--- src/rtl/progmem_pkg.sv ---
// Shared definitions for the writable program memory: FSM state encoding,
// boot-program opcodes and the power-up image loaded into the RAM array.
package progmem_pkg;

  typedef enum logic {
    ST_RUN  = 1'b0,
    ST_LOAD = 1'b1
  } state_e;

  localparam logic [3:0] OP_NOP  = 4'h0;
  localparam logic [3:0] OP_LOAD = 4'h1;
  localparam logic [3:0] OP_JMP  = 4'h8;
  localparam logic [3:0] OP_MOV  = 4'hE;
  localparam logic [3:0] OP_OUT  = 4'hF;

  localparam int BOOT_LEN = 5;

  // Boot program at word 0 upward; every word not listed powers up as NOP.
  localparam logic [15:0] BOOT_IMAGE [BOOT_LEN] = '{
    {OP_LOAD, 12'hE08},
    {OP_LOAD, 12'h000},
    {OP_MOV,  12'h1C0},
    {OP_OUT,  12'h600},
    {OP_JMP,  12'h000}
  };

endpackage

--- src/rtl/prog_ram.sv ---
// Single-write, single-registered-read RAM holding the program. The array
// powers up with the boot image and is never touched by reset; only the
// read-data register is reset.
module prog_ram
  import progmem_pkg::*;
#(
  parameter int ADDR_W = 4,
  parameter int INST_W = 16
) (
  input  logic              clk,
  input  logic              rst,
  input  logic              we,
  input  logic [ADDR_W-1:0] waddr,
  input  logic [INST_W-1:0] wdata,
  input  logic              rd_en,
  input  logic [ADDR_W-1:0] raddr,
  output logic [INST_W-1:0] rd_data
);

  localparam int DEPTH = 2 ** ADDR_W;

  typedef logic [INST_W-1:0] mem_t [DEPTH];

  // Builds the power-up contents; the size cast zero-extends or truncates
  // the 16-bit boot words to the configured instruction width.
  function automatic mem_t boot_contents();
    mem_t img;
    for (int i = 0; i < DEPTH; i++) begin
      img[i] = '0;
    end
    for (int i = 0; i < BOOT_LEN; i++) begin
      if (i < DEPTH) begin
        img[i] = INST_W'(BOOT_IMAGE[i]);
      end
    end
    return img;
  endfunction

  mem_t mem = boot_contents();

  logic [INST_W-1:0] rd_data_q;
  logic [INST_W-1:0] rd_data_d;

  // Write port: one word per enabled cycle, no reset on the array.
  always_ff @(posedge clk) begin
    if (we) begin
      mem[waddr] <= wdata;
    end
  end

  // Next read data: capture on request, otherwise hold the last word.
  always_comb begin
    rd_data_d = rd_data_q;
    if (rd_en) begin
      rd_data_d = mem[raddr];
    end
  end

  // Registered read output.
  always_ff @(posedge clk or posedge rst) begin
    if (rst) begin
      rd_data_q <= '0;
    end else begin
      rd_data_q <= rd_data_d;
    end
  end

  assign rd_data = rd_data_q;

endmodule

--- src/rtl/program_mem.sv ---
// Writable program memory for the fetch stage: a registered fetch port plus
// a valid/ready load port that rewrites the program from word 0 upward.
// Optional macro PROGMEM_CHECKSUM_EN adds load_csum, the running sum of the
// words accepted since the last load_start.
module program_mem
  import progmem_pkg::*;
#(
  parameter int ADDR_W = 4,
  parameter int INST_W = 16
) (
  input  logic              clk,
  input  logic              rst,
  input  logic              fetch_req,
  input  logic [ADDR_W-1:0] fetch_addr,
  output logic [INST_W-1:0] fetch_inst,
  output logic              fetch_valid,
  input  logic              load_start,
  input  logic              load_valid,
  input  logic              load_last,
  input  logic [INST_W-1:0] load_data,
  output logic              load_ready,
  output logic              load_done,
`ifdef PROGMEM_CHECKSUM_EN
  output logic [INST_W-1:0] load_csum,
`endif
  output logic              busy
);

  localparam int DEPTH = 2 ** ADDR_W;
  localparam logic [ADDR_W-1:0] PTR_LAST = ADDR_W'(DEPTH - 1);

  state_e            state_q, state_d;
  logic [ADDR_W-1:0] ptr_q, ptr_d;
  logic              busy_q, busy_d;
  logic              load_done_q, load_done_d;
  logic              fetch_valid_q, fetch_valid_d;
  logic              ram_we;
  logic              ram_rd_en;
  logic              beat_accept;
  logic              beat_final;
`ifdef PROGMEM_CHECKSUM_EN
  logic [INST_W-1:0] csum_q, csum_d;
`endif

  // Load FSM next-state: load_start wins over fetch and over any beat, and a
  // load ends on load_last or on the beat that fills the top word.
  always_comb begin
    state_d       = state_q;
    ptr_d         = ptr_q;
    busy_d        = busy_q;
    load_done_d   = 1'b0;
    fetch_valid_d = 1'b0;
    ram_we        = 1'b0;
    ram_rd_en     = 1'b0;
    beat_accept   = 1'b0;
    beat_final    = 1'b0;
`ifdef PROGMEM_CHECKSUM_EN
    csum_d        = csum_q;
`endif
    unique case (state_q)
      ST_RUN: begin
        if (load_start) begin
          state_d = ST_LOAD;
          ptr_d   = '0;
          busy_d  = 1'b1;
`ifdef PROGMEM_CHECKSUM_EN
          csum_d  = '0;
`endif
        end else begin
          ram_rd_en     = fetch_req;
          fetch_valid_d = fetch_req;
        end
      end
      ST_LOAD: begin
        if (load_start) begin
          ptr_d  = '0;
`ifdef PROGMEM_CHECKSUM_EN
          csum_d = '0;
`endif
        end else if (load_valid && busy_q) begin
          beat_accept = 1'b1;
          beat_final  = load_last || (ptr_q == PTR_LAST);
          ram_we      = 1'b1;
`ifdef PROGMEM_CHECKSUM_EN
          csum_d      = csum_q + load_data;
`endif
          if (beat_final) begin
            state_d     = ST_RUN;
            busy_d      = 1'b0;
            load_done_d = 1'b1;
          end else begin
            ptr_d = ptr_q + 1'b1;
          end
        end
      end
      default: begin
        state_d = ST_RUN;
        busy_d  = 1'b0;
      end
    endcase
  end

  // State, pointer and registered status outputs.
  always_ff @(posedge clk or posedge rst) begin
    if (rst) begin
      state_q       <= ST_RUN;
      ptr_q         <= '0;
      busy_q        <= 1'b0;
      load_done_q   <= 1'b0;
      fetch_valid_q <= 1'b0;
`ifdef PROGMEM_CHECKSUM_EN
      csum_q        <= '0;
`endif
    end else begin
      state_q       <= state_d;
      ptr_q         <= ptr_d;
      busy_q        <= busy_d;
      load_done_q   <= load_done_d;
      fetch_valid_q <= fetch_valid_d;
`ifdef PROGMEM_CHECKSUM_EN
      csum_q        <= csum_d;
`endif
    end
  end

  prog_ram #(
    .ADDR_W (ADDR_W),
    .INST_W (INST_W)
  ) u_ram (
    .clk     (clk),
    .rst     (rst),
    .we      (ram_we),
    .waddr   (ptr_q),
    .wdata   (load_data),
    .rd_en   (ram_rd_en),
    .raddr   (fetch_addr),
    .rd_data (fetch_inst)
  );

  assign fetch_valid = fetch_valid_q;
  assign load_ready  = busy_q;
  assign busy        = busy_q;
  assign load_done   = load_done_q;
`ifdef PROGMEM_CHECKSUM_EN
  assign load_csum   = csum_q;
`endif

endmodule

--- config.mk ---
export PLATFORM = sky130hd
export DESIGN_NAME = program_mem
export DESIGN_NICKNAME = d
export VERILOG_FILES = /design/src/rtl/progmem_pkg.sv /design/src/rtl/prog_ram.sv /design/src/rtl/program_mem.sv
export SDC_FILE = /design/constraint.sdc
export NUM_CORES = 1
export LEC_CHECK = 0
export CELL_PAD_IN_SITES_DETAIL_PLACEMENT = 0
export CELL_PAD_IN_SITES_GLOBAL_PLACEMENT = 1
export CORE_MARGIN = 3
export CORE_UTILIZATION = 57
export DETAILED_ROUTE_END_ITERATION = 6
export PLACE_DENSITY_LB_ADDON = 0.1
export SLEW_MARGIN = 10
export SYNTH_ARGS = -nofsm -noshare
export SYNTH_HDL_FRONTEND = slang
export SYNTH_HIERARCHICAL = 1
export SYNTH_SLANG_ARGS = --single-unit
--- constraint.sdc ---
create_clock -name clk -period 5.3 [get_ports clk]
set_input_delay 1.06 -clock clk [delete_from_list [all_inputs] [get_ports clk]]
set_output_delay 1.06 -clock clk [all_outputs]
set_load 0.1 [all_outputs]
==> summary.txt, run 1 <==
Run status
  – Outcome: finished clean

Setup path
  – Worst setup SP type: input port
  – Crit. End Element: flip-flop
  – Crit-path max FO: 16
  – Max stage delay on crit path: around 740 ps
  – Cell Chain, Critical Path: clkdlybuf4s50_1 -> nand2_1 -> nor2_1 -> or3b_2 -> nor2_2
  – WP data required: 5440 ps
  – Critical path data arrival time: around 3400 ps
  – Critical path's slowest cell: nor2_2
  – CP Class: input port to flip-flop
  – Worst reg2reg setup slack: 2670 ps

Global route
  – Global-route wire length before repair: about 33000 um
  – Grt total ovfl: 0
  – Vias in the first global route: 5165
  – GRT Overall Usage: 22.3%
  – Largest net degree at the start of global routing: 65
  – Initial antenna violation count: 0

Logic synthesis
  – Yosys reg bits: 280
  – Syn_nets: 527
  – Synth unique cells: 39
  – Sequential cell area fraction in the yosys report: 75.8%
  – Mapped Area: between 0.01 and 0.015 sq mm
  – Top FF cell, synth: edfxtp_1
  – Syn Area/Cell: 22.0 sq um
  – Synthesis Warnings: 6
  – Number of enable flip-flop cells after synthesis: 256
  – Cells after Synth: 498
  – Asr flop ratio synth: 8.57%

Placed design
  – Post-DP HPWL: 13800 um
  – Port bufs: 45
  – GP Congestion: between 0.9 and 1

CTS
  – Clock sinks: 280
  – CTS H-tree lvls: 1
  – Clock-pin slew on the worst setup and hold paths: 60 ps
  – Hold Buf Count CTS: 0
  – CTS tree: done
  – Post-CTS sizing: 0
  – Clock root buffer: clkbuf_16
  – Clock insertion delay at the later pin of the skew report: 530 ps
  – Maximum buffer depth of the clock tree: 3
  – CTS Buf Count: 28
  – Setup Fix Bufs, Post-CTS: 0

Timing
  – Final setup viols: 0
  – Fin crit share: 61.5%
  – Worst rel slew slack: 27.4%
  – Final Hold Vio Count: 0
  – Post-Route Setup TNS: 0 ps
  – Final Max Slew Viols: 0
  – RSZ-0062 raised after global routing: false
  – Worst-margin pin slew: between 1000 and 1500 ps
  – Skew final: 11.7 ps
  – Min Tclk post-route: 3260 ps
  – Fmax: 307 MHz

Detailed routing
  – DR top layer: met4
  – Post-DRT Antenna Nets: 0
  – Routed wl met3: 1340 um
  – Detailed-route via count: 5040
  – Initial drt markers: 474
  – Detailed Routing Iterations Pass 1: 5
  – Met1 wire length: 9590 um
  – # DRC: 0
  – Met2 wire len: 11200 um
  – Via-to-Cell Ratio: 6.28
  – DR WL/cell: 27.9 um
  – DRT Wirelength: 22400 um

Die
  – Core area: 0.0188 sq mm
  – Die width: 145 um
  – Die area: 0.0209 sq mm
  – Die Y: 145 um
  – # IOs: 46
  – FP Rows: 50
  – Initial Util: 58.3%

Power and ir drop
  – Peak supply drop: 0.503 mV
  – Total power: 5.47 mW
  – Leakage power figure: approximately 4.1 nW
  – Pwr dens: 440 mW/mm^2

Final layout
  – Storage cell area: 0.00829 sq mm
  – Layout Nets: 580
  – Area delta synth->final: 13.6%
  – Final antenna diode count: 0
  – Filler Cell Count: 1237
  – Share of cells above drive strength 1: 24.8%
  – Area of the multi-input gates: 0.00245 sq mm
  – Final core occ: 66.2%

Worst hold path
  – Hold crit path type: flip-flop to flip-flop

Run
  – Max Cap Viol: 0
-- state kept, by name, summed over array words and instances, names as in the netlist --
name / count
busy: 1
fetch_valid: 1
u_ram/rd_data: 16
u_ram/mem: 256
state_q: 1
load_done: 1
ptr_q: 4
-- cells in the mapped netlist, types with 2 or more instances --
master,n,area [sq um]
ha_1,3,37.5
inv_1,5,18.8
buf_1,2,7.51
a221oi_2,14,210
nand3b_1,3,22.5
nand2_1,7,26.3
a221oi_1,2,17.5
nand2b_1,5,31.3
nor2_1,31,116
mux2i_1,16,160
o21ai_1,3,15.0
o21ai_0,2,10.0
edfxtp_1,256,7690
buf_12,3,60.1
mux4_1,9,236
buf_6,5,56.3
nor3_1,5,25.0
buf_4,5,37.5
buf_2,6,30.0
nand3_1,2,10.0
dfrtp_1,24,601
o22ai_1,15,93.8
mux4_2,55,1240
clkbuf_1,5,18.8
-- cell families (layout without fill, tap and decap cells) --
family                     after synthesis  after routing  share of synthesized area, %
buffers and inverters                   32            103                          2.23
DFF                                    280            280                          75.8
adders and majority gates                3              3                         0.343
AOI/OAI and AO/OA                       44             44                          4.10
muxes                                   80             80                          15.0
and+or+nand+nor                         59             59                          2.57
-- path summary, 6_finish.rpt --
kind	startpoint	to	depth (start not counted)
setup reg to reg	busy	u_ram/mem[3][8]	4
min in group asynchronous	rst	fetch_valid	2
max in group asynchronous	rst	u_ram/rd_data[10]	2
hold / removal	u_ram/rd_data[9]	u_ram/rd_data[9]	2
hold reg to reg	u_ram/rd_data[9]	u_ram/rd_data[9]	2
setup / recovery	load_valid	u_ram/mem[3][8]	5
-- cells in the final DEF, fill, tap and decap left out, drive strengths merged, types with 6 or more instances in the layout --
cell	n
a221oi	16
buf	8
clkbuf	29
clkdlybuf4s50	42
clkinv	13
dfrtp	24
edfxtp	256
mux2i	16
mux4	64
nand2	7
nand2b	6
nor2	31
o22ai	16
-- per-layer routing --
metal  track usage (%)  up-vias
li1                  -     2190
met1              33.0     2649
met2              36.2      176
met3              3.60       25
met4              4.32        0
met5                 0        -
-- critical path, delay by kind of cell --
| family | cells | cell delay, ps |
|---|---|---|
| buf+inv | 1 | 580 |
| simple gates | 4 | 1750 |
-- layout make-up --
type | instances | share of cell area, %
clock buffer | 29 | 5.84
clock inverter | 19 | 1.34
inverter | 5 | 0.151
multi-input combinational | 186 | 19.8
sequential | 280 | 66.7
tap | 234 | 2.36
timing repair buffer | 50 | 3.85
-- report_power, final --
group / internal (mW) / switching (mW)
Combinational: 0.252 / 0.735
Sequential: 2.50 / 0.0858
Clock: 1.13 / 0.768
-- per-stage QoR --
| step | std cells | area [sq um] | worst slack (ps) | hold WS (ps) |
|---|---|---|---|---|
| 6_report | 803 | 12400 | 2040 | 581 |
| 5_1_grt | 803 | 12400 | 1930 | 611 |
| 4_1_cts | 803 | 12400 | 2020 | 586 |
| 3_5_place_dp | 755 | 11500 | 1520 | 572 |
| 3_3_place_gp | 755 | 11500 | 1560 | 573 |
| 2_1_floorplan | 498 | 10900 | 1840 | 540 |
Note: power is estimated with default switching activity, not from simulation.
==> inputs of run 2 (changes only) <==
CORE_UTILIZATION = 53   (was 57)
clock period = 3.07 ns   (was 5.3 ns; I/O delays follow)
==> summary.txt, run 2 (synthesis results as in run 1) <==
Placed design
  – Post-DP HPWL: 14600 um (+6.0%)
  – Dpl ws: 232 ps (-1280 ps)
  – Port bufs: 45 (unchanged)
  – GP Congestion: 0.794 (-14%)

Die
  – FP Rows: 51 (+2.0%)
  – Core area: 0.0198 sq mm (+5.7%)
  – # IOs: 46 (unchanged)
  – Die area: 0.0224 sq mm (+7.2%)
  – Die Y: 150 um (+3.6%)
  – Initial Util: 55.1% (-3.2 points)
  – Die width: 150 um (+3.6%)

Timing
  – Min Tclk post-route: around 2300 ps
  – Final Max Slew Viols: 0 (unchanged)
  – Fmax: between 400 and 500 MHz
  – Skew final: 13.3 ps (+1.65 ps)
  – Final setup viols: 0 (unchanged)
  – Worst rel slew slack: 34.7% (+7.3 points)
  – Post-Route Setup TNS: 0 ps (unchanged)
  – RSZ-0062 raised after global routing: false
  – Final Hold Vio Count: 0 (unchanged)
  – Worst-margin pin slew: 979 ps (-110 ps)
  – Final setup margin: 769 ps (-1270 ps)
  – Hold slack: 365 ps (-217 ps)
  – Fin crit share: 75.0%

Setup path
  – WP data required: 3300 ps (-2140 ps)
  – Critical path data arrival time: 2530 ps (-870 ps)
  – CP Class: input port to flip-flop
  – Crit. End Element: flip-flop
  – Worst reg2reg setup slack: 840 ps (-1830 ps)
  – Worst setup SP type: input port
  – Crit-path max FO: 16 (unchanged)
  – Critical path origin: load_start
  – Worst reg2reg path startpoint: busy

Final layout
  – Final antenna diode count: 0 (unchanged)
  – Flip-flop count of the largest register after layout: 256 (unchanged)
  – Share of cells above drive strength 1: 31.2% (+6.4 points)
  – Final core occ: 63.9% (-2.3 points)
  – Biggest register: u_ram/mem
  – Layout Nets: 601 (+3.6%)
  – Commonest non-fill, non-tap cells in the layout: edfxtp_1, mux4_2, buf_4, clkbuf_16, dfrtp_1
  – Area delta synth->final: 16.0%
  – Most common cell after layout, fill and taps aside: edfxtp_1

CTS
  – Post-CTS sizing: 0 (unchanged)
  – Maximum buffer depth of the clock tree: 3 (unchanged)
  – CTS Buf Count: 27 (-3.6%)
  – Clock sinks: 280 (unchanged)
  – Clock insertion delay at the later pin of the skew report: 530 ps (about the same)
  – Clock-pin slew on the worst setup and hold paths: 60 ps (about the same)
  – CTS H-tree lvls: 1 (unchanged)
  – Hold Buf Count CTS: 0 (unchanged)
  – Clock root buffer: clkbuf_16
  – CTS tree: done
  – Setup Fix Bufs, Post-CTS: 0 (unchanged)

Detailed routing
  – DRT Wirelength: 23500 um (+4.6%)
  – Detailed Routing Iterations Pass 1: 4 (-1)
  – Via-to-Cell Ratio: 6.04 (-3.7%)
  – Detailed-route via count: 5185 (+2.9%)
  – Initial drt markers: 364 (-23%)
  – # DRC: 0 (unchanged)
  – DR WL/cell: 27.4 um (-2.1%)
  – Post-DRT Antenna Nets: 0 (unchanged)

Power and ir drop
  – Pwr dens: 755 mW/mm^2 (+71%)
  – Leakage power figure: 4.25 nW (+4.5%)
  – Peak supply drop: 0.809 mV (+61%)

Global route
  – Largest net degree at the start of global routing: 35 (-46%)
  – Grt total ovfl: 0 (unchanged)
  – Vias in the first global route: 5328 (+3.2%)
  – Global-route wire length before repair: 34700 um (+5.1%)
  – Initial antenna violation count: 0 (unchanged)
  – GRT Overall Usage: 21.7% (-0.57 points)

Run
  – Max Cap Viol: 0 (unchanged)

Run status
  – Outcome: finished clean

Worst hold path
  – Hold crit path type: input port to async pin
-- run 2: changes by cell type in the layout (fill, tap and decap cells not counted) --
cell	before	now
buf_12	0	5
clkbuf_8	0	3
clkinv_1	9	5
clkdlybuf4s50_1	42	22
bufinv_16	3	5
clkbuf_16	29	27
clkbuf_1	0	4
inv_6	0	1
clkinvlp_4	3	1
buf_4	7	44
-- run 2: worst max-delay path: stages --
cell	delay (ps)
clkdlybuf4s50_1	430
nand2b_1	200
nor2_1	300
or3b_2	570
nor3_2	200
buf_12	200
-- run 2: worst paths after layout --
path | to | depth (start not counted)
max | u_ram/mem[0][11] | 6
min | ptr_q[1] | 2
max reg2reg | u_ram/mem[0][11] | 5
min reg2reg | u_ram/rd_data[5] | 2
max in group asynchronous | u_ram/rd_data[11] | 2
min in group clk | u_ram/rd_data[5] | 2
-- run 2: layer usage --
metal  GRT usage, %  wire length (um)  up-vias
met2           32.4             10900      164
met5              0                 0        -
li1               -                 -     2235
met1           33.3             10400     2753
met3           4.54              1560       33
met4           6.00               572        0
-- run 2: area by class of cell --
class	instances	area, sq um
sequential	280	8290
fill	1348	7160
multi-input combinational	186	2450
clock buffer	34	732
timing repair buffer	72	656
tap	265	332
clock inverter	16	205
inverter	5	18.8
-- run 2: report_power, final --
part	leakage (nW)	switching [mW]	internal [mW]
clock	0.458	1.34	2.10
sequential	2.60	0.134	4.31
combinational	1.19	1.27	0.408
total	4.25	2.75	6.82
-- run 2: per-stage QoR --
stage          total power [mW]  area, sq um  instances
2_1_floorplan              5.76        11000        498
5_1_grt                    9.90        12700        858
3_3_place_gp               6.19        11700        808
3_5_place_dp               6.21        11700        808
4_1_cts                    9.66        12700        858
6_report                   9.57        12700        858
==> inputs of run 3 (changes only) <==
clock period = 2.3 ns   (was 3.07 ns; I/O delays follow)
==> summary.txt, run 3 (synthesis results as in run 1) <==
Placed design
  – Port bufs: 45 (unchanged)
  – Dpl cells: 836 (+3.5%)
  – Placed instance area: 0.0121 sq mm (+3.1%)
  – GP Congestion: 0.788 (-0.79%)
  – Post-DP HPWL: 15100 um (+3.2%)

CTS
  – CTS tree: done
  – Post-CTS sizing: 0 (unchanged)
  – CTS H-tree lvls: 1 (unchanged)
  – Clock insertion delay at the later pin of the skew report: 530 ps (about the same)
  – Clock sinks: 280 (unchanged)
  – Hold Buf Count CTS: 0 (unchanged)
  – CTS Buf Count: 28 (+3.7%)
  – Clock-pin slew on the worst setup and hold paths: 60 ps (about the same)
  – Setup Fix Bufs, Post-CTS: 0 (unchanged)
  – Clock root buffer: clkbuf_16
  – Maximum buffer depth of the clock tree: 3 (unchanged)

Final layout
  – Final antenna diode count: 0 (unchanged)
  – Filler Cell Count: 1299 (-3.6%)
  – Biggest register: u_ram/mem
  – Share of cells above drive strength 1: 34.2% (+3.0 points)
  – Most common cell after layout, fill and taps aside: edfxtp_1
  – Flip-flop count of the largest register after layout: 256 (unchanged)
  – Area delta synth->final: 18.9%
  – Commonest non-fill, non-tap cells in the layout: edfxtp_1, buf_4, mux4_2, clkbuf_16, dfrtp_1
  – Post-route design area: 0.0130 sq mm (+2.5%)
  – Finished Layout Cells: 887 (+3.4%)
  – Layout Nets: 630 (+4.8%)

Global route
  – Largest net degree at the start of global routing: 22 (-37%)
  – Initial antenna violation count: 0 (unchanged)
  – Global-route wire length before repair: 34700 um (about the same)
  – Grt total ovfl: 0 (unchanged)
  – GRT Overall Usage: 21.3% (-0.36 points)
  – Vias in the first global route: 5588 (+4.9%)

Die
  – Core area: 0.0198 sq mm (unchanged)
  – # IOs: 46 (unchanged)
  – Die width: 150 um (unchanged)
  – Die area: 0.0224 sq mm (unchanged)
  – Die Y: 150 um (unchanged)
  – Initial Util: 55.1% (unchanged)
  – FP Rows: 51 (unchanged)

Detailed routing
  – Detailed-route via count: 5282 (+1.9%)
  – Post-DRT Antenna Nets: 0 (unchanged)
  – Via-to-Cell Ratio: 5.95 (-1.5%)
  – DR WL/cell: 25.9 um (-5.2%)
  – DRT Wirelength: 23000 um (-2.0%)
  – Initial drt markers: 435 (+20%)
  – Detailed Routing Iterations Pass 1: 4 (unchanged)
  – # DRC: 0 (unchanged)

Worst hold path
  – Hold crit path type: input port to async pin

Timing
  – Final Max Slew Viols: 0 (unchanged)
  – Fin crit share: 85.3%
  – Min Tclk post-route: 1960 ps
  – Final setup viols: 0 (unchanged)
  – Worst rel slew slack: 49.0% (+14 points)
  – Final Hold Vio Count: 0 (unchanged)
  – Skew final: 10.1 ps (-3.22 ps)
  – Worst-margin pin slew: 763 ps (-216 ps)
  – Fmax: 510 MHz
  – RSZ-0062 raised after global routing: false

Power and ir drop
  – Pwr dens: 965 mW/mm^2 (+28%)
  – Leakage power figure: 4.40 nW (+3.5%)
  – Peak supply drop: 1.08 mV (+33%)

Setup path
  – WP data required: 2540 ps (-760 ps)
  – Crit. End Element: flip-flop
  – Critical path buffer and inverter count: 1 (-1)
  – CP Class: flip-flop to flip-flop
  – Delay-heaviest family, CP: simple AND/OR/NAND/NOR gates
  – Worst setup SP type: flip-flop
  – Max stage delay on crit path: 460 ps (-110 ps)
  – Critical path data arrival time: 2200 ps (-330 ps)
  – Cell Chain, Critical Path: nand2_1 -> nor2_1 -> or3b_4 -> nor3_4 -> buf_4
  – Crit-path max FO: 6 (-10)
  – Critical path's slowest cell: dfrtp_4

Run status
  – Outcome: finished clean

Run
  – Max Cap Viol: 0 (unchanged)
## run 3: cell count changes in the layout (fill, tap and decap cells not counted), sizes merged
cell,before,now
buf,50,78
clkbuf,34,41
bufinv,5,1
clkinv,9,8
inv,6,5
## run 3: worst paths after layout
path | startpoint | endpoint | slack, ps | cells past startpoint
worst max-delay path | busy | u_ram/mem[0][4] | 340 | 5
worst min-delay path | rst | u_ram/rd_data[0] | 130 | 2
worst max register to register | busy | u_ram/mem[0][4] | 340 | 5
worst min register to register | ptr_q[0] | ptr_q[0] | 520 | 1
max in group asynchronous | rst | u_ram/rd_data[9] | 1690 | 3
min in group clk | ptr_q[0] | ptr_q[0] | 520 | 1
## run 3: metrics by stage
step / power, mW / hold WS, ps / utilization, % / setup TNS [ps] / setup slack, ps
2_1_floorplan: 7.70 / 276 / - / 0 / 14.5
3_3_place_gp: 8.33 / 498 / 61.0 / -9900 / -136
3_5_place_dp: 8.34 / 513 / 61.0 / -18660 / -154
4_1_cts: 12.7 / 117 / 65.5 / 0 / 345
5_1_grt: 13.0 / 135 / 65.5 / 0 / 254
6_report: 12.5 / 134 / 65.5 / 0 / 339
## run 3: report_power, final
part,internal [mW],leakage (nW),switching [mW],total (mW)
combinational,0.590,1.37,1.74,2.33
clock,2.54,0.434,1.77,4.31
sequential,5.76,2.60,0.137,5.90
total,8.89,4.40,3.65,12.5
## run 3: cell type report
class / instances / area, sq um / share of cell area (%)
Clock inverter: 10 / 73.8 / 0.568
Timing Repair Buffer: 100 / 1000 / 7.72
Tap cell: 265 / 332 / 2.55
Multi-Input combinational cell: 186 / 2470 / 19.0
Inverter: 5 / 18.8 / 0.144
Sequential cell: 280 / 8290 / 63.8
Clock buffer: 41 / 811 / 6.24
## run 3: routing by layer
layer  vias to the layer above  wire length [um]  GRT usage (%)
met3                        29              1280           3.27
met4                         0               382           5.08
met2                       162             11200           34.4
met5                         -                 0              0
li1                       2289                 -              -
met1                      2802             10100           31.5
